$ cat src/rtl/serial_tx_4b.sv
// Serial transmitter for 4-bit words. Each frame is a start bit, four data bits LSB
// first, an even-parity bit and a stop bit, advancing one bit per bit_en strobe.
module serial_tx_4b (
   input  logic       clk,
   input  logic       rst,
   input  logic [3:0] data_in,
   input  logic       in_valid,
   output logic       in_ready,
   input  logic       bit_en,
   output logic       tx,
   output logic       busy,
   output logic       done
);

   typedef enum logic [2:0] {
      IDLE   = 3'd0,
      START  = 3'd1,
      DATA   = 3'd2,
      PARITY = 3'd3,
      STOP   = 3'd4
   } state_t;

   state_t     state, state_next;
   logic [1:0] bit_idx, bit_idx_next;
   logic [3:0] shadow, shadow_next;
   logic       tx_next;
   logic       done_next;
   logic [1:0] bit_idx_inc;

   // tx and done are flops so the line never glitches from input activity
   always_ff @(posedge clk or posedge rst) begin
      if (rst) begin
         state   <= IDLE;
         bit_idx <= 2'd0;
         shadow  <= 4'd0;
         tx      <= 1'b1;
         done    <= 1'b0;
      end else begin
         state   <= state_next;
         bit_idx <= bit_idx_next;
         shadow  <= shadow_next;
         tx      <= tx_next;
         done    <= done_next;
      end
   end

   assign bit_idx_inc = bit_idx + 2'd1;

   // The load in IDLE does not wait for bit_en; every later step does
   always_comb begin
      state_next   = state;
      bit_idx_next = bit_idx;
      shadow_next  = shadow;
      tx_next      = tx;
      done_next    = 1'b0;
      case (state)
         IDLE: begin
            tx_next = 1'b1;
            if (in_valid) begin
               state_next  = START;
               shadow_next = data_in;
               tx_next     = 1'b0;
            end
         end
         START: begin
            if (bit_en) begin
               state_next   = DATA;
               bit_idx_next = 2'd0;
               tx_next      = shadow[0];
            end
         end
         DATA: begin
            if (bit_en) begin
               if (bit_idx == 2'd3) begin
                  state_next = PARITY;
                  tx_next    = ^shadow;
               end else begin
                  bit_idx_next = bit_idx_inc;
                  tx_next      = shadow[bit_idx_inc];
               end
            end
         end
         PARITY: begin
            if (bit_en) begin
               state_next = STOP;
               tx_next    = 1'b1;
            end
         end
         STOP: begin
            if (bit_en) begin
               state_next   = IDLE;
               bit_idx_next = 2'd0;
               tx_next      = 1'b1;
               done_next    = 1'b1;
            end
         end
         default: begin
            state_next = IDLE;
            tx_next    = 1'b1;
         end
      endcase
   end

   assign in_ready = (state == IDLE);
   assign busy     = (state != IDLE);

endmodule

$ cat config.mk
export PLATFORM = sky130hd
export DESIGN_NAME = serial_tx_4b
export DESIGN_NICKNAME = d
export VERILOG_FILES = /design/src/rtl/serial_tx_4b.sv
export SDC_FILE = /design/constraint.sdc
export NUM_CORES = 1
export LEC_CHECK = 0
export ABC_AREA = 1
export CORE_UTILIZATION = 35
export DETAILED_ROUTE_END_ITERATION = 10
export DONT_BUFFER_PORTS = 1
export PLACE_DENSITY = 0.6
export RECOVER_POWER = 100
export SETUP_SLACK_MARGIN = 0.15
export SLEW_MARGIN = 20
export SYNTH_ARGS = -nofsm -noshare
export SYNTH_HDL_FRONTEND = slang
export SYNTH_SLANG_ARGS = --single-unit
$ cat constraint.sdc
create_clock -name clk -period 2.5 [get_ports clk]
set_input_delay 0.25 -clock clk [delete_from_list [all_inputs] [get_ports clk]]
set_output_delay 0.25 -clock clk [all_outputs]
set_load 0.02 [all_outputs]
## Word level (Yosys, flattened, before mapping)

Index checks and enable logic that the tools add are counted.

- Register bits after elaboration: 11
- Input bits: 8
- Output and inout port bits: 4
- Logic and storage cells: 52

- Add/sub/neg operators: 1
- Order comparisons: 1
- Equality and inequality tests: 14
- Mux-type cells: 21
- Reduce and logical (&&, ||, !) cells: 10

Operator list:

| kind | count |
|---|---|
| 3-bit two-way mux | 6 |
| 3-bit one-hot mux with 5 select lines | 1 |
| 2-bit != test, second input constant | 7 |
| 1-bit two-way mux | 8 |
| 3-bit by 2-bit == test with 1-bit output, second input constant | 2 |
| 2-bit two-way mux | 3 |
| 6-bit AND reduction | 1 |
| 2-bit by 1-bit != test with 1-bit output, second input constant | 2 |
| 1-bit one-hot mux with 4 select lines | 1 |
| 2-bit one-hot mux with 2 select lines | 1 |
| 4-bit AND reduction | 1 |
| 2-bit OR reduction | 2 |
| 4-bit parity | 1 |
| 3-bit by 1-bit == test with 1-bit output, second input constant | 1 |
| 3-bit == test, second input constant | 1 |
| 3-bit zero test | 1 |
| 2-bit by 3-bit less-than comparator with 1-bit output, second input constant | 1 |
| 3-bit AND reduction | 1 |
| 3-bit nonzero test | 1 |
| 2-bit by 1-bit adder with 2-bit output, second input constant | 1 |
| 1-bit binary-select mux with 2-bit select | 1 |
| 2-bit == test, second input constant | 1 |
| 2-bit AND reduction | 1 |
| 2-bit nonzero test | 1 |

## Depth between registers and ports, before layout

Gate-level depths: netlist of the first run.

- Depth after elaboration: 6
- Mapped depth: 8
- Depth with buffers taken out: 8

## Worst setup path after synthesis of the first run

OpenSTA, ideal clock, no wires.

- Kind: register to register
- Start: reg state[0]
- End: reg shadow[0]
- Library setup time: 0.127 ns
- Data arrival time: 1.120 ns
- Required time: 2.373 ns
- Slack: 1.253 ns
- Cell stages (with the launch flop): 7
- Path buffers: 0
- Clock period less this slack: 1.247 ns
- Cells stage by stage: dfrtp_1 nor2_1 inv_1 nor2_4 nand2_1 nor2_1 a21oi_1

- Longest elaborated chain between the ends: 2

RTL lines:

| element | line | source |
|---|---|---|
| start: declaration | 23 | `state_t state, state_next;` |
| start signal: assignment | 39 | `state <= state_next;` |
| 3-bit zero test | n/a |  |
| net in_ready | 8 | `output logic in_ready,` |
| 2-bit AND reduction (no line) | n/a |  |
| end signal: assignment | 41 | `shadow <= shadow_next;` |
| end: declaration | 25 | `logic [3:0] shadow, shadow_next;` |

The timed path passes the listed nets, and every way through them passes these cells.
A chain may end at the register's enable or synchronous reset.

## Final worst setup path of the first run

- Start: reg state[0]
- End: out busy

- Longest elaborated chain between the ends: 1

RTL lines:

| element | line | source |
|---|---|---|
| 3-bit nonzero test | 105 | `assign busy = (state != IDLE);` |
| end: declaration | 11 | `output logic busy,` |

No other way between the ends.

==> results of run 1 <==
-- repair_timing --
item / in CTS / in global routing
hold buffers: 1 / 0
endpoints found under the setup margin: 0 / 0
gates resized for setup: 0 / 0
endpoints found under the hold margin: 10 / 0
-- sequential cells by signal (all words and copies together) (netlist names) --
signal,count
shadow,4
state,3
bit_idx,2
done,1
tx,1
-- cell usage in the layout, fill, tap and decap left out, drive strengths merged --
cell / n
nand3: 7
o21ai: 6
dfrtp: 10
o22ai: 1
clkbuf: 4
and2: 1
inv: 16
ha: 1
nand2: 36
nor2: 14
a21oi: 4
dlygate4sd3: 1
dfstp: 1
-- cells by family (layout without fill, tap and decap cells) --
group	Yosys count	in the layout
AND/OR/NAND/NOR	58	58
buffers and inverters	16	21
AO/OA/AOI/OAI	11	11
flip-flops	11	11
adder cells (fa/ha/maj)	1	1
-- through the flow --
stage	util	worst slack, ns	power, mW	hold slack, ns	std cells
2_1_floorplan	-	1.25	0.788	0.102	97
3_3_place_gp	0.397	1.17	0.872	0.160	122
3_5_place_dp	0.397	1.12	0.887	0.171	122
4_1_cts	0.418	0.954	1.01	0.0882	127
5_1_grt	0.404	0.506	1.07	0.0807	127
6_report	0.404	0.693	0.953	0.0917	127
-- worst max-delay path by stage --
stage               cells past startpoint         to      from
finish                                  4       busy  state[0]
CTS                                     4       busy  state[0]
floorplan                               6  shadow[0]  state[0]
global placement                        6  shadow[2]  state[0]
detailed placement                      6  shadow[2]  state[0]
global route                            4       busy  state[0]
-- power by group through the flow --
stage	clock network (mW)	registers, mW	logic [mW]
after floorplan	0	0.335	0.454
after global placement	0	0.346	0.525
after detailed placement	0	0.354	0.533
after CTS	0.125	0.350	0.538
after global routing	0.135	0.359	0.571
final	0.120	0.345	0.488
-- cell type report --
cell class	instances	area, µm²
clock buffer	4	26.3
fill	202	1040
sequential	11	277
tap	25	31.3
multi-input combinational	70	302
timing repair buffer	1	10.0
inverter	16	60.1
-- metal layers --
layer / global-route usage / up-vias / part of all wire
li1: - / 308 / -
met1: 0.159 / 252 / 0.43
met2: 0.237 / 12 / 0.49
met3: 0.0635 / 4 / 0.057
met4: 0.0727 / 0 / 0.018
met5: 0 / - / 0
-- worst max-delay path, stage by stage, from the launching register on --
cell     delay [ns]
dfrtp_1        0.42
nor2_1         0.15
inv_1          0.08
nor2_1         0.41
inv_1          0.23
==> impl_metrics.csv, run 1 <==
group,metric,value,unit
yosys,synth-seq-cells,11,
clock_tree,htree_levels,1,
cells_and_area,fin_area,706,µm²
power,power_switching,0.463,mW
die,die_h,45.5,µm
place,dp_hpwl,1000,µm
worst_setup_path,reg2reg_from,"state[0]",
yosys,syn_inst,97,
detailed_routing,drt_iter0_markers,13,
yosys,muxShareOfSynthArea,0,
global_routing,grt.overflow.total,0,
min_path,hold_start,"bit_en",
yosys,synth-edff-count,0,
yosys,synth-simple-area-share,0.382,
die,die_width,45.5,µm
clock_tree,numClockSinks,11,
detailed_routing,antenna_left,0,
yosys,synthTopCellsByCount,"nand2_1, inv_1, nor2_1, dfrtp_1, nand3_1",
global_routing,grt.total_usage,0.145,
clock_tree,cts_root_buffer,"clkbuf_4",
power,sequentialPowerShare,0.362,
sta,finalMaxSlewViolations,0,
yosys,yosysMostFrequentCell,"nand2_1",
yosys,async_flop_share,1.00,
yosys,syn_nets,106,
cells_and_area,diodes,0,
clock_tree,tritoncts,"done",
yosys,yosys.area.top_type_share,0.378,
detailed_routing,via_per_inst,4.54,
power,p_leak,0.384,nW
cells_and_area,nets,112,
sta,slew_headroom,0.657,
yosys,synthXorXnorAreaFrac,0,
sta,fin_crit_sh,0.723,
worst_setup_path,rr_endpoint,"shadow[2]",
clock_tree,post-cts-setup-buffers,0,
min_path,worstHoldPathCells,1,
yosys,synth.largest_area_cell,"dfrtp_1",
worst_setup_path,crit_arrival,1.56,ns
yosys,synth_area_per_cell,6.82,µm²
min_path,min_to,"state[2]",
sta,fin_crit,1.81,ns
power,switching_share,0.486,
global_routing,grt_pass1_wl,2080,µm
global_routing,grt_pass1_vias,517,
power,ir_drop,0.629,mV
worst_setup_path,reg2reg_slack,0.82,ns
yosys,yosys_warnings,0,
clock_tree,clk_latency,0.27,ns
yosys,synth_compound_area_frac,0.0907,
clock_tree,clk_transition_reported_paths,0.07,ns
cells_and_area,syn_to_final_growth,6.62,%
sta,fin_worst_skew,0.00192,ns
outcome,outcome,"complete, no violations",
die,core-area,1750,µm²
yosys,synth_top_family_by_area,"simple AND/OR/NAND/NOR gates",
worst_setup_path,critical_path_class,"reg -> out",
sta,rsz0062_at_grt,"no",
power,pwr-share-comb,0.512,
place,portBuffers,0,
yosys,synth_cell_types,16,
power,p_per_area,1350,nW/µm²
sta,finalHoldViolCount,0,
power,p_int,0.490,mW
yosys,yosysSeqAreaShare,0.418,
die,pin_count,12,
worst_setup_path,critPathMaxFanout,6,
die,initial_utilization,0.379,
detailed_routing,drt_first_pass_iters,4,
min_path,worstHoldPathType,"in -> reg",
sta,fmax,0.553,GHz
detailed_routing,num_vias,576,
yosys,synth_ff_type,"dfrtp_1",
place,gp_congestion,0.745,
global_routing,grt_antenna_before_repair,0,
sta,tns,0,ns
die,die-area,2070,µm²
place,placed_cell_area,693,µm²
detailed_routing,wl_per_cell,9.75,µm
sta,finalSetupViolCount,0,
run,drv_cap,0,
power,p_clk_frac,0.126,
clock_tree,cts.path.max_buffers,2,
detailed_routing,drcViolationCount,0,
worst_setup_path,crit_path_start_kind,"flip-flop",
sta,max_slew.worst_pin.slew,0.513,ns
die,num_rows,15,
worst_setup_path,worst-endpoint-required,2.25,ns
worst_setup_path,reg2reg_depth,6,
yosys,syn_area,662,µm²
yosys,synthAdderAreaFrac,0.0189,
global_routing,grt_start_max_net_pins,12,
cells_and_area,layout-drive-gt1-share,0.0490,
yosys,netlist_top_cells_area,"dfrtp_1, nand2_1, inv_1, nor2_1, nand3_1",
worst_setup_path,worstSetupEndpointType,"primary output",
detailed_routing,drt-total-wl,1240,µm
clock_tree,cts_buffers,3,
No activity file was read; power rests on OpenSTA's default activity.
==> run 2: changes to the inputs <==
--- a/config.mk
+++ b/config.mk
@@ -9,7 +9,7 @@
 export CORE_UTILIZATION = 35
 export DETAILED_ROUTE_END_ITERATION = 10
 export DONT_BUFFER_PORTS = 1
-export PLACE_DENSITY = 0.6
+export PLACE_DENSITY = 0.62
 export RECOVER_POWER = 100
 export SETUP_SLACK_MARGIN = 0.15
 export SLEW_MARGIN = 20
==> constraint.sdc (replaced) <==
create_clock -name clk -period 1.45 [get_ports clk]
set_input_delay 0.145 -clock clk [delete_from_list [all_inputs] [get_ports clk]]
set_output_delay 0.145 -clock clk [all_outputs]
set_load 0.02 [all_outputs]
==> impl_metrics.csv, run 2 (synthesis results as in run 1) <==
group,metric,value,unit
worst_setup_path,reg2reg_slack,0.09,ns
detailed_routing,wl_per_cell,10.6,µm
clock_tree,htree_levels,1,
sta,finalSetupViolCount,0,
worst_setup_path,crit_end,"bit_idx[1]",
clock_tree,numClockSinks,11,
cells_and_area,largest_reg_flops,4,
cells_and_area,top_register,"shadow",
cells_and_area,nets,119,
detailed_routing,num_vias,606,
sta,max_slew.worst_pin.slew,0.435,ns
cells_and_area,layout-drive-gt1-share,0.229,
die,num_rows,15,
worst_setup_path,crit_path_start_kind,"flip-flop",
worst_setup_path,critPathMaxFanout,5,
worst_setup_path,reg2reg_depth,8,
worst_setup_path,cp_num_buf_inv,3,
detailed_routing,drt_first_pass_iters,4,
cells_and_area,final_util,0.472,
global_routing,grt.overflow.total,0,
sta,finalMaxSlewViolations,0,
detailed_routing,drt-total-wl,1430,µm
min_path,worstHoldPathCells,2,
worst_setup_path,crit_chain,"clkbuf_1 > inv_1 > nor2_2 > nand2_2 > nand2_2 > inv_1 > nand2_1 > o21ai_0",
die,die-area,2070,µm²
global_routing,grt_pass1_wl,2460,µm
cells_and_area,most-common-layout-cells,"nand2_1, inv_1, nor2_1, dfrtp_1, nand3_1",
die,pin_count,12,
clock_tree,clk_transition_reported_paths,0.07,ns
place,portBuffers,0,
outcome,outcome,"complete, no violations",
sta,fmax,0.736,GHz
sta,rsz0062_at_grt,"yes",
worst_setup_path,critical_path_class,"reg -> reg",
power,totalPowerFinal,1.99,mW
global_routing,grt_start_max_net_pins,12,
worst_setup_path,crit_arrival,1.51,ns
worst_setup_path,path_depth,8,
min_path,worstHoldPathType,"in -> reg",
worst_setup_path,worst-endpoint-required,1.60,ns
clock_tree,tritoncts,"done",
sta,fin_worst_skew,0.000784,ns
detailed_routing,drcViolationCount,0,
worst_setup_path,critPathSlowestCell,"dfrtp_1",
die,die_h,45.5,µm
cells_and_area,fillers,190,
sta,slew_headroom,0.710,
cells_and_area,syn_to_final_growth,24.4,%
worst_setup_path,cp_slowest_stage_delay,0.40,ns
worst_setup_path,rr_endpoint,"bit_idx[1]",
global_routing,grt_pass1_vias,582,
worst_setup_path,critPathLaunch,"state[0]",
global_routing,grt.total_usage,0.172,
worst_setup_path,reg2reg_from,"state[0]",
die,initial_utilization,0.379,
sta,fin_crit_sh,0.937,
die,die_width,45.5,µm
cells_and_area,reg_top3,"shadow: 4 flops, state: 3 flops, bit_idx: 2 flops",
sta,fin_crit,1.36,ns
global_routing,grt_antenna_before_repair,0,
place,dp_worst_setup_slack,0.178,ns
run,drv_cap,0,
detailed_routing,antenna_left,0,
clock_tree,clk_latency,0.27,ns
clock_tree,cts_root_buffer,"clkbuf_4",
power,ir_drop,0.965,mV
place,gp_congestion,0.823,
sta,fin_ws,0.0917,ns
cells_and_area,mostFrequentLayoutCell,"nand2_1",
place,dp_hpwl,1010,µm
die,core-area,1750,µm²
power,p_leak,0.423,nW
power,p_per_area,2420,nW/µm²
clock_tree,cts.path.max_buffers,2,
detailed_routing,via_per_inst,4.52,
cells_and_area,diodes,0,
worst_setup_path,worstSetupEndpointType,"flip-flop",
worst_setup_path,critPathTopFamily,"flip-flops",
sta,finalHoldViolCount,0,
clock_tree,cts_buffers,3,
detailed_routing,drt_iter0_markers,8,
## run 2: worst reg2reg max path, stage by stage (launching register included)
cell      delay [ns]
dfrtp_1         0.40
clkbuf_1        0.22
inv_1           0.10
nor2_2          0.13
nand2_2         0.08
nand2_2         0.09
inv_1           0.07
nand2_1         0.07
o21ai_0         0.08
## run 2: per-layer routing
metal | track usage | vias to the layer above | wire (µm)
li1 | - | 321 | -
met1 | 0.199 | 262 | 563
met2 | 0.286 | 17 | 760
met3 | 0.0397 | 6 | 54
met4 | 0.103 | 0 | 48
met5 | 0 | - | 0
## run 2: metrics by stage
stage               cells  hold slack [ns]  TNS (ns)  cell area [µm²]
finish                134           0.0178         0              823
global route          134           0.0194   -0.0350              823
CTS                   131           0.0110         0              768
detailed placement    123           0.0706         0              701
global placement      123           0.0637         0              701
floorplan              97         -0.00328         0              662
## run 2: worst min-delay path by stage
stage	start	to	slack, ns
2_1_floorplan	rst	bit_idx[0]	-0.003
3_3_place_gp	rst	shadow[0]	0.06
3_5_place_dp	rst	shadow[0]	0.07
4_1_cts	bit_en	done	0.01
5_1_grt	data_in[2]	shadow[2]	0.02
6_report	bit_en	done	0.02
## run 2: where the power goes
part | switching (mW) | internal [mW] | total [mW] | leakage [nW]
Sequential | 0.143 | 0.452 | 0.595 | 0.129
Combinational | 0.718 | 0.469 | 1.19 | 0.279
Clock | 0.105 | 0.107 | 0.212 | 0.0150
## run 2: what timing repair did
item                                    CTS  global route
gates resized for setup                   4            13
gates cloned                              0             0
hold endpoints to repair                 11             0
hold buffers                              2             0
pin swaps                                 1             4
endpoints found under the setup margin    2            12
setup buffers                             2             3
## run 2: area by class of cell
class                   instances  area [µm²]  share of cell area
multi-input cells              70         363               0.441
flip-flops and latches         11         278               0.337
repair buffers                  8        65.1              0.0790
inverters                      16        60.1              0.0729
well taps                      25        31.3              0.0380
clock buffers                   4        26.3              0.0319
==> run 3: changes to the inputs <==
--- a/config.mk
+++ b/config.mk
@@ -6,12 +6,12 @@
 export NUM_CORES = 1
 export LEC_CHECK = 0
 export ABC_AREA = 1
-export CORE_UTILIZATION = 35
+export CORE_UTILIZATION = 45
 export DETAILED_ROUTE_END_ITERATION = 10
 export DONT_BUFFER_PORTS = 1
-export PLACE_DENSITY = 0.62
+export HOLD_SLACK_MARGIN = 0.1
+export PLACE_DENSITY = 0.73
 export RECOVER_POWER = 100
-export SETUP_SLACK_MARGIN = 0.15
 export SLEW_MARGIN = 20
 export SYNTH_ARGS = -nofsm -noshare
 export SYNTH_HDL_FRONTEND = slang
==> impl_metrics.csv, run 3 (synthesis results as in run 1) <==
group,metric,value,unit
detailed_routing,drt-total-wl,1260,µm
cells_and_area,reg_top3,"shadow: 4 flops, state: 3 flops, bit_idx: 2 flops",
detailed_routing,drt_first_pass_iters,4,
clock_tree,cts.path.max_buffers,2,
min_path,worstHoldPathCells,5,
detailed_routing,drcViolationCount,0,
die,pin_count,12,
global_routing,grt_antenna_before_repair,0,
place,portBuffers,0,
die,num_rows,13,
clock_tree,cts_resized,0,
cells_and_area,nets,118,
cells_and_area,layout-drive-gt1-share,0.0741,
worst_setup_path,critPathSlowestCell,"dfrtp_1",
run,drv_cap,0,
die,die_h,40.4,µm
place,dp_cells,113,
worst_setup_path,crit_chain,"nor2_1 > inv_1 > nor2_4 > buf_4",
die,core-area,1330,µm²
worst_setup_path,critical_path_class,"reg -> out",
sta,fin_crit,1.38,ns
global_routing,grt.total_usage,0.215,
worst_setup_path,reg2reg_from,"state[0]",
worst_setup_path,crit_arrival,1.24,ns
cells_and_area,syn_to_final_growth,15.7,%
cells_and_area,largest_reg_flops,4,
sta,slew_headroom,0.712,
cells_and_area,diodes,0,
sta,finalMaxSlewViolations,0,
cells_and_area,final_cells,123,
die,die-area,1630,µm²
worst_setup_path,crit_path_start_kind,"flip-flop",
clock_tree,htree_levels,1,
die,die_width,40.4,µm
clock_tree,cts_buffers,3,
sta,fmax,0.724,GHz
outcome,outcome,"complete, no violations",
die,initial_utilization,0.496,
min_path,hold_start,"in_valid",
detailed_routing,wl_per_cell,10.3,µm
detailed_routing,drt_iter0_markers,13,
clock_tree,tritoncts,"done",
power,power_switching,0.842,mW
cells_and_area,top_register,"shadow",
cells_and_area,final_util,0.574,
worst_setup_path,cp_slowest_stage_delay,0.43,ns
sta,finalHoldViolCount,0,
clock_tree,clk_latency,0.27,ns
sta,fin_worst_skew,0.00258,ns
global_routing,grt_pass1_wl,2200,µm
place,dp_worst_setup_slack,0.155,ns
min_path,worstHoldPathType,"in -> reg",
clock_tree,numClockSinks,11,
power,p_clk_frac,0.120,
detailed_routing,antenna_left,0,
sta,fin_crit_sh,0.952,
worst_setup_path,rr_endpoint,"shadow[2]",
clock_tree,clk_transition_reported_paths,0.07,ns
cells_and_area,mostFrequentLayoutCell,"nand2_1",
sta,finalSetupViolCount,0,
worst_setup_path,reg2reg_slack,0.14,ns
global_routing,grt.overflow.total,0,
power,switching_share,0.484,
place,gp_congestion,0.790,
power,p_int,0.899,mW
global_routing,grt_start_max_net_pins,12,
power,p_leak,0.411,nW
worst_setup_path,critPathMaxFanout,6,
power,p_per_area,2270,nW/µm²
sta,rsz0062_at_grt,"no",
worst_setup_path,worstSetupEndpointType,"primary output",
cells_and_area,most-common-layout-cells,"nand2_1, inv_1, nor2_1",
power,ir_drop,1.00,mV
power,sequentialPowerShare,0.341,
worst_setup_path,worst-endpoint-required,1.31,ns
place,dp_hpwl,965,µm
clock_tree,cts_root_buffer,"clkbuf_4",
min_path,min_to,"tx",
worst_setup_path,reg2reg_depth,6,
power,pwr-share-comb,0.539,
sta,tns,0,ns
sta,fin_ws,0.0696,ns
detailed_routing,num_vias,611,
global_routing,grt_pass1_vias,567,
detailed_routing,via_per_inst,4.97,
sta,max_slew.worst_pin.slew,0.432,ns
run 3: final cells by class:
class                   count  area (µm²)
multi-input cells          70         317
clock buffers               4        26.3
fillers                   135         568
flip-flops and latches     11         277
well taps                  15        18.8
repair buffers              7        67.6
inverters                  16        60.1
run 3: timing repair:
action | CTS | global route
endpoints found under the hold margin | 19 | 0
setup buffers | 0 | 0
hold buffers | 6 | 0
run 3: worst max-delay path by stage:
stage               startpoint   endpoint  slack [ns]
global placement      state[0]  shadow[2]        0.19
CTS                   state[0]   in_ready        0.06
finish                state[0]   in_ready        0.07
global route          state[0]   in_ready        0.01
floorplan             state[0]  shadow[0]        0.20
detailed placement    state[0]  shadow[2]        0.15
run 3: critical path: cells and delay by family (launching register included):
kind,cells,cell delay (ns)
buffers and inverters,2,0.26
flip-flops,1,0.43
AND/OR/NAND/NOR,2,0.27
run 3: power groups by stage:
stage | combinational [mW] | sequential, mW | clock [mW]
3_5_place_dp | 0.954 | 0.602 | 0
3_3_place_gp | 0.920 | 0.595 | 0
2_1_floorplan | 0.782 | 0.577 | 0
4_1_cts | 0.973 | 0.597 | 0.216
5_1_grt | 1.11 | 0.616 | 0.224
6_report | 0.939 | 0.594 | 0.208
run 3: stage by stage:
step / instance area, µm² / power (mW) / hold WS, ns
6_report: 766 / 1.74 / 0.202
4_1_cts: 774 / 1.79 / 0.202
2_1_floorplan: 662 / 1.36 / -0.00328
3_3_place_gp: 688 / 1.52 / 0.0559
3_5_place_dp: 688 / 1.56 / 0.0624
5_1_grt: 766 / 1.95 / 0.252
run 3: layer usage:
metal / routed length (µm) / share of wire / GRT usage
met5: 0 / 0 / 0
met2: 630 / 0.50 / 0.381
met3: 41 / 0.032 / 0.0333
met4: 38 / 0.030 / 0.150
met1: 551 / 0.44 / 0.229
==> edit 1: new RTL, settings of run 2 <==
Register the output `tx` once more; this adds one clock of latency there. The other outputs are not delayed to match.
--- a/src/rtl/serial_tx_4b.sv
+++ b/src/rtl/serial_tx_4b.sv
@@ -20,6 +20,8 @@
       STOP   = 3'd4
    } state_t;
 
+   logic tx_s0;
+
    state_t     state, state_next;
    logic [1:0] bit_idx, bit_idx_next;
    logic [3:0] shadow, shadow_next;
@@ -33,13 +35,13 @@
          state   <= IDLE;
          bit_idx <= 2'd0;
          shadow  <= 4'd0;
-         tx      <= 1'b1;
+         tx_s0   <= 1'b1;
          done    <= 1'b0;
       end else begin
          state   <= state_next;
          bit_idx <= bit_idx_next;
          shadow  <= shadow_next;
-         tx      <= tx_next;
+         tx_s0   <= tx_next;
          done    <= done_next;
       end
    end
@@ -51,7 +53,7 @@
       state_next   = state;
       bit_idx_next = bit_idx;
       shadow_next  = shadow;
-      tx_next      = tx;
+      tx_next      = tx_s0;
       done_next    = 1'b0;
       case (state)
          IDLE: begin
@@ -104,5 +106,9 @@
    assign in_ready = (state == IDLE);
    assign busy     = (state != IDLE);
 
+   always_ff @(posedge clk) begin
+      tx <= tx_s0;
+   end
+
 endmodule
 
Check against the original RTL: not equivalent (a bounded check fails within 4 cycles, from zero or initial values and one cycle with rst high).
==> edit 1 against run 2 <==
- design area is 6.2% higher
- sequential cell count is 1 higher
- largest power group unchanged
- routed wire length is 3.2% lower
- area after synthesis is 8.7% higher
- total power is 5.9% higher
- largest cell class unchanged
- critical path type unchanged
- worst setup slack better by 0.030 ns
- utilization is 2.1 points lower
- highest routed layer is now met3
- first-iteration DRC count is 25% lower
==> edit 1: results (changes against run 2) <==
[drt]
wl_met3_um=58  ; +7.4%
first_iter_violations=6  ; -2
vias_per_cell=4.617  ; +2.1%
top_layer=met3
drtAntennaViolNets=0  ; unchanged
dr_wl_met2_um=693  ; -8.8%
postRouteWirelength_um=1381  ; -3.2%
dr.pass1.iters=4  ; unchanged
m1WireLength_um=629  ; +12%

[placed_design]
port_buffers=0  ; unchanged
dp_slack_ns=0.1026  ; -0.07494 ns
globalplace.congestion=0.7406  ; -10%
dpl.hpwl_um=1012  ; +0.74%

[timing]
slew_headroom=0.6997  ; -0.009980
skew_ns=0.002983  ; +0.002199 ns
worst_slack_ns=0.1216  ; +0.02988 ns

[final_layout]
multi_input_area_um2=404.1  ; +11%
n_all_buffers=5  ; -3
fin_cells=133  ; -0.75%
drive_gt1_frac=0.2830  ; +0.05366
nMultiInputCombCells=72  ; +2.9%
fillers=218  ; +15%
antenna_cells=0  ; unchanged
final-nonclk-buf-share=0.04578  ; -0.03325
sh_seq_area=0.3419  ; +0.004532
nNonClkInverters=13  ; -3
clk_share=0.04149  ; +0.009573

[global_routing]
met2_usage=0.2164  ; -0.06928
grt_pass1_vias=465  ; -20%
grt_util_met1=0.1372  ; -0.06181
grt_pass1_wl_um=1904  ; -23%
met3_usage=0.06154  ; +0.02186
grt_use_total=0.1260  ; -0.04606

[power_and_ir_drop]
leakagePower_nw=0.4378  ; +3.5%
seq_power_share=0.306  ; +0.008
comb-power_mw=1.20
switching_power_uw=992.7  ; +2.7%
vdd_drop_max_mv=1.143  ; +18%

[yosys]
async_flop_share=0.9167  ; -0.08333
synth_seq_cells=12  ; +1
synth_fp_nets=105  ; -0.94%
syn_inst=96  ; -1.0%
synth_common_cells=33 x nand2_1, 10 x dfrtp_1, 10 x inv_1, 9 x nor2_1, 6 x nand3_1
ys_types=21  ; +5
ys_top_cells_by_area=dfrtp_1 35%, nand2_1 17%, inv_1 5.2%
seq_area_frac_synth=0.4122  ; -0.005595

[min_path]
hp-start=in_valid

[critical_path]
critical_path_class=flop to flop
slowest_delay_ns=0.45  ; +0.05 ns
path_max_fanout=5  ; unchanged
critPathArrivalTime_ns=1.49  ; -0.02 ns
crit_family=simple AND/OR/NAND/NOR gates

[run_status]
status=complete, no violations

[clock_tree]
clk_latency_ns=0.27  ; about the same

## edit 1: cell types whose count changed after synthesis, moves of 2 or more
cell     before  now
inv_1        16   10
inv_2         0    2
nand2_1      35   33
nand2_2       1    4
nand2_4       0    2
nor2_1       12    9
## edit 1: what timing repair did
action | in CTS | in global routing
resized for setup | 3 | 8
hold buffers | 1 | 0
pin swaps | 1 | 7
hold endpoints to repair | 10 | 0
setup buffers | 3 | 1
cloned | 0 | 1
setup endpoints to repair | 5 | 7
## edit 1: stage by stage
stage | cell area (µm²) | power [mW] | util
2_1_floorplan | 719.4 | 1.509 | -
3_3_place_gp | 753.2 | 1.643 | 0.3879
3_5_place_dp | 753.2 | 1.673 | 0.3879
4_1_cts | 827.0 | 2.005 | 0.4259
5_1_grt | 874.6 | 2.306 | 0.4504
6_report | 874.6 | 2.112 | 0.4504
## edit 1: how the worst min path moves through the flow
| stage | to | slack (ns) |
|---|---|---|
| after detailed placement | bit_idx[1]$_DFFE_PP0P_ | 0.07 |
| after floorplan | bit_idx[0]$_DFFE_PP0P_ | -0.003 |
| after CTS | done$_DFF_PP0_ | 0.02 |
| after global placement | bit_idx[1]$_DFFE_PP0P_ | 0.07 |
| final | shadow[0]$_DFFE_PP0P_ | 0.02 |
| after global routing | shadow[0]$_DFFE_PP0P_ | 0.01 |
## edit 1: kinds of logic (layout without fill, tap and decap cells)
family | after synthesis | count (layout) | synth area share
AO/OA/AOI/OAI | 10 | 10 | 0.08001
adder cells (fa/ha/maj) | 1 | 1 | 0.01739
buffers and inverters | 13 | 22 | 0.07479
flip-flops | 12 | 12 | 0.4122
AND/OR/NAND/NOR | 60 | 61 | 0.4156
==> edit 2: new RTL, settings of run 2 <==
Without the edit above. Make the reset (`rst`) synchronous in one clocked block.
--- a/src/rtl/serial_tx_4b.sv
+++ b/src/rtl/serial_tx_4b.sv
@@ -28,7 +28,7 @@
    logic [1:0] bit_idx_inc;
 
    // tx and done are flops so the line never glitches from input activity
-   always_ff @(posedge clk or posedge rst) begin
+   always_ff @(posedge clk) begin
       if (rst) begin
          state   <= IDLE;
          bit_idx <= 2'd0;
Check against the original RTL: differs if rst is asserted again (counterexample within 4 cycles, from zero or initial values and one cycle with rst high); with rst held inactive, the same outputs for 10 cycles.
==> edit 2 against run 2 <==
- global-route usage shrank 2.2 points
- fmax up 8.3%
- largest cell class unchanged
- largest power group unchanged
- total power down 16%
- worst setup slack better by 0.10 ns
- via count grew 16%
- design area shrank 3.6%
- area after synthesis rose by 7.2%
- routed wire length is 6.8% higher
- clock skew grew 0.00061 ns
- synthesized cell count is 19% higher
- sequential cell count is the same
==> edit 2: results (changes against run 2) <==
[min_path]
hp-start=data_in[1]

[timing]
slew_headroom=0.8032  ; +0.09350
fin_crit_sh=0.8653  ; -0.07144
whs_ns=0.05246  ; +0.03468 ns
skew_ns=0.001392  ; +0.0006079 ns

[drt]
postRouteWirelength_um=1524  ; +6.8%
first_iter_violations=15  ; +7
num_vias=704  ; +16%

[critical_path]
r2r-start=state[0]$_SDFFE_PP0P_
ff2ff_setup_slack_ns=0.20  ; +0.10 ns
critPathArrivalTime_ns=1.11  ; -0.40 ns
crit_slowest_cell=dfxtp_4
slowest_delay_ns=0.38  ; -0.02 ns
end_kind=output port

[clock_tree]
hold_buffers=1  ; -1
cts_resized=5  ; +1
post_cts_buffers=1  ; -1

[yosys]
ys_top_cells_by_area=dfxtp_1 31%, nand2_1 21%, nand3_1 8.5%
synth_common_cells=39 x nand2_1, 15 x inv_1, 12 x nand3_1, 11 x dfxtp_1, 9 x nor2_1
seq_area_frac_synth=0.3104  ; -0.1074
async_flop_share=0  ; -1.000
synth.avg_cell_area_um2=6.169  ; -9.6%

[global_routing]
grt_max_degree=11  ; -1
grt_pass1_wl_um=2249  ; -8.7%
grt_use_total=0.1497  ; -0.02232
grt_pass1_vias=569  ; -2.2%

[placed_design]
dp.cells=140  ; +14%
place_area_um2=740.7  ; +5.7%
dp_slack_ns=0.1777  ; +0.0001850 ns
globalplace.congestion=0.8525  ; +3.6%

[run_status]
status=complete, no violations

[final_layout]
drive_gt1_frac=0.1736  ; -0.05580
fin_nets=131  ; +10%

[edit 2: changes by cell type in the layout (fill, tap and decap cells not counted), moves of 2 or more]
cell	before	now
a21oi_1	4	7
buf_4	4	1
dfrtp_1	9	0
dfxtp_1	0	8
dfxtp_4	0	2
nand2_1	31	39
nand2_2	5	2
nand3_1	6	13
nand3_2	0	2
nor2_2	2	0
[edit 2: layout make-up]
class                           instances  area, µm²
Tap cell                               25      31.28
Sequential cell                        11      229.0
Inverter                               19      71.32
Multi-Input combinational cell         84      406.6
Clock buffer                            4      26.28
Fill cell                             211       1027
Timing Repair Buffer                    3      28.78
[edit 2: where the power goes]
group / total [mW] / switching (mW) / internal [mW] / leakage [nW]
clock: 0.214 / 0.107 / 0.107 / 0.0150
sequential: 0.552 / 0.136 / 0.416 / 0.0924
combinational: 0.916 / 0.567 / 0.349 / 0.297
total: 1.68 / 0.811 / 0.871 / 0.404
[edit 2: final timing paths]
path / endpoint / cells after the start
min: shadow[1]$_SDFFE_PP0P_ / 2
max reg2reg: state[1]$_SDFFE_PP0P_ / 7
min reg2reg: bit_idx[1]$_SDFFE_PP0P_ / 2
max: busy / 5
[edit 2: layer usage]
metal / GRT usage / vias to the layer above / wire length (µm)
met2: 0.2528 / 10 / 734
met3: 0.06923 / 2 / 80
li1: - / 373 / -
met1: 0.1659 / 319 / 696
met4: 0.05143 / 0 / 14
met5: 0 / - / 0
[edit 2: kinds of logic (layout without fill, tap and decap cells)]
family / count (synthesis) / count (layout) / synth area share
fa+ha+maj: 1 / 1 / 0.01763
flops: 11 / 11 / 0.3104
simple gates: 69 / 69 / 0.4462
buf+inv: 20 / 26 / 0.1111
compound gates: 14 / 14 / 0.1146
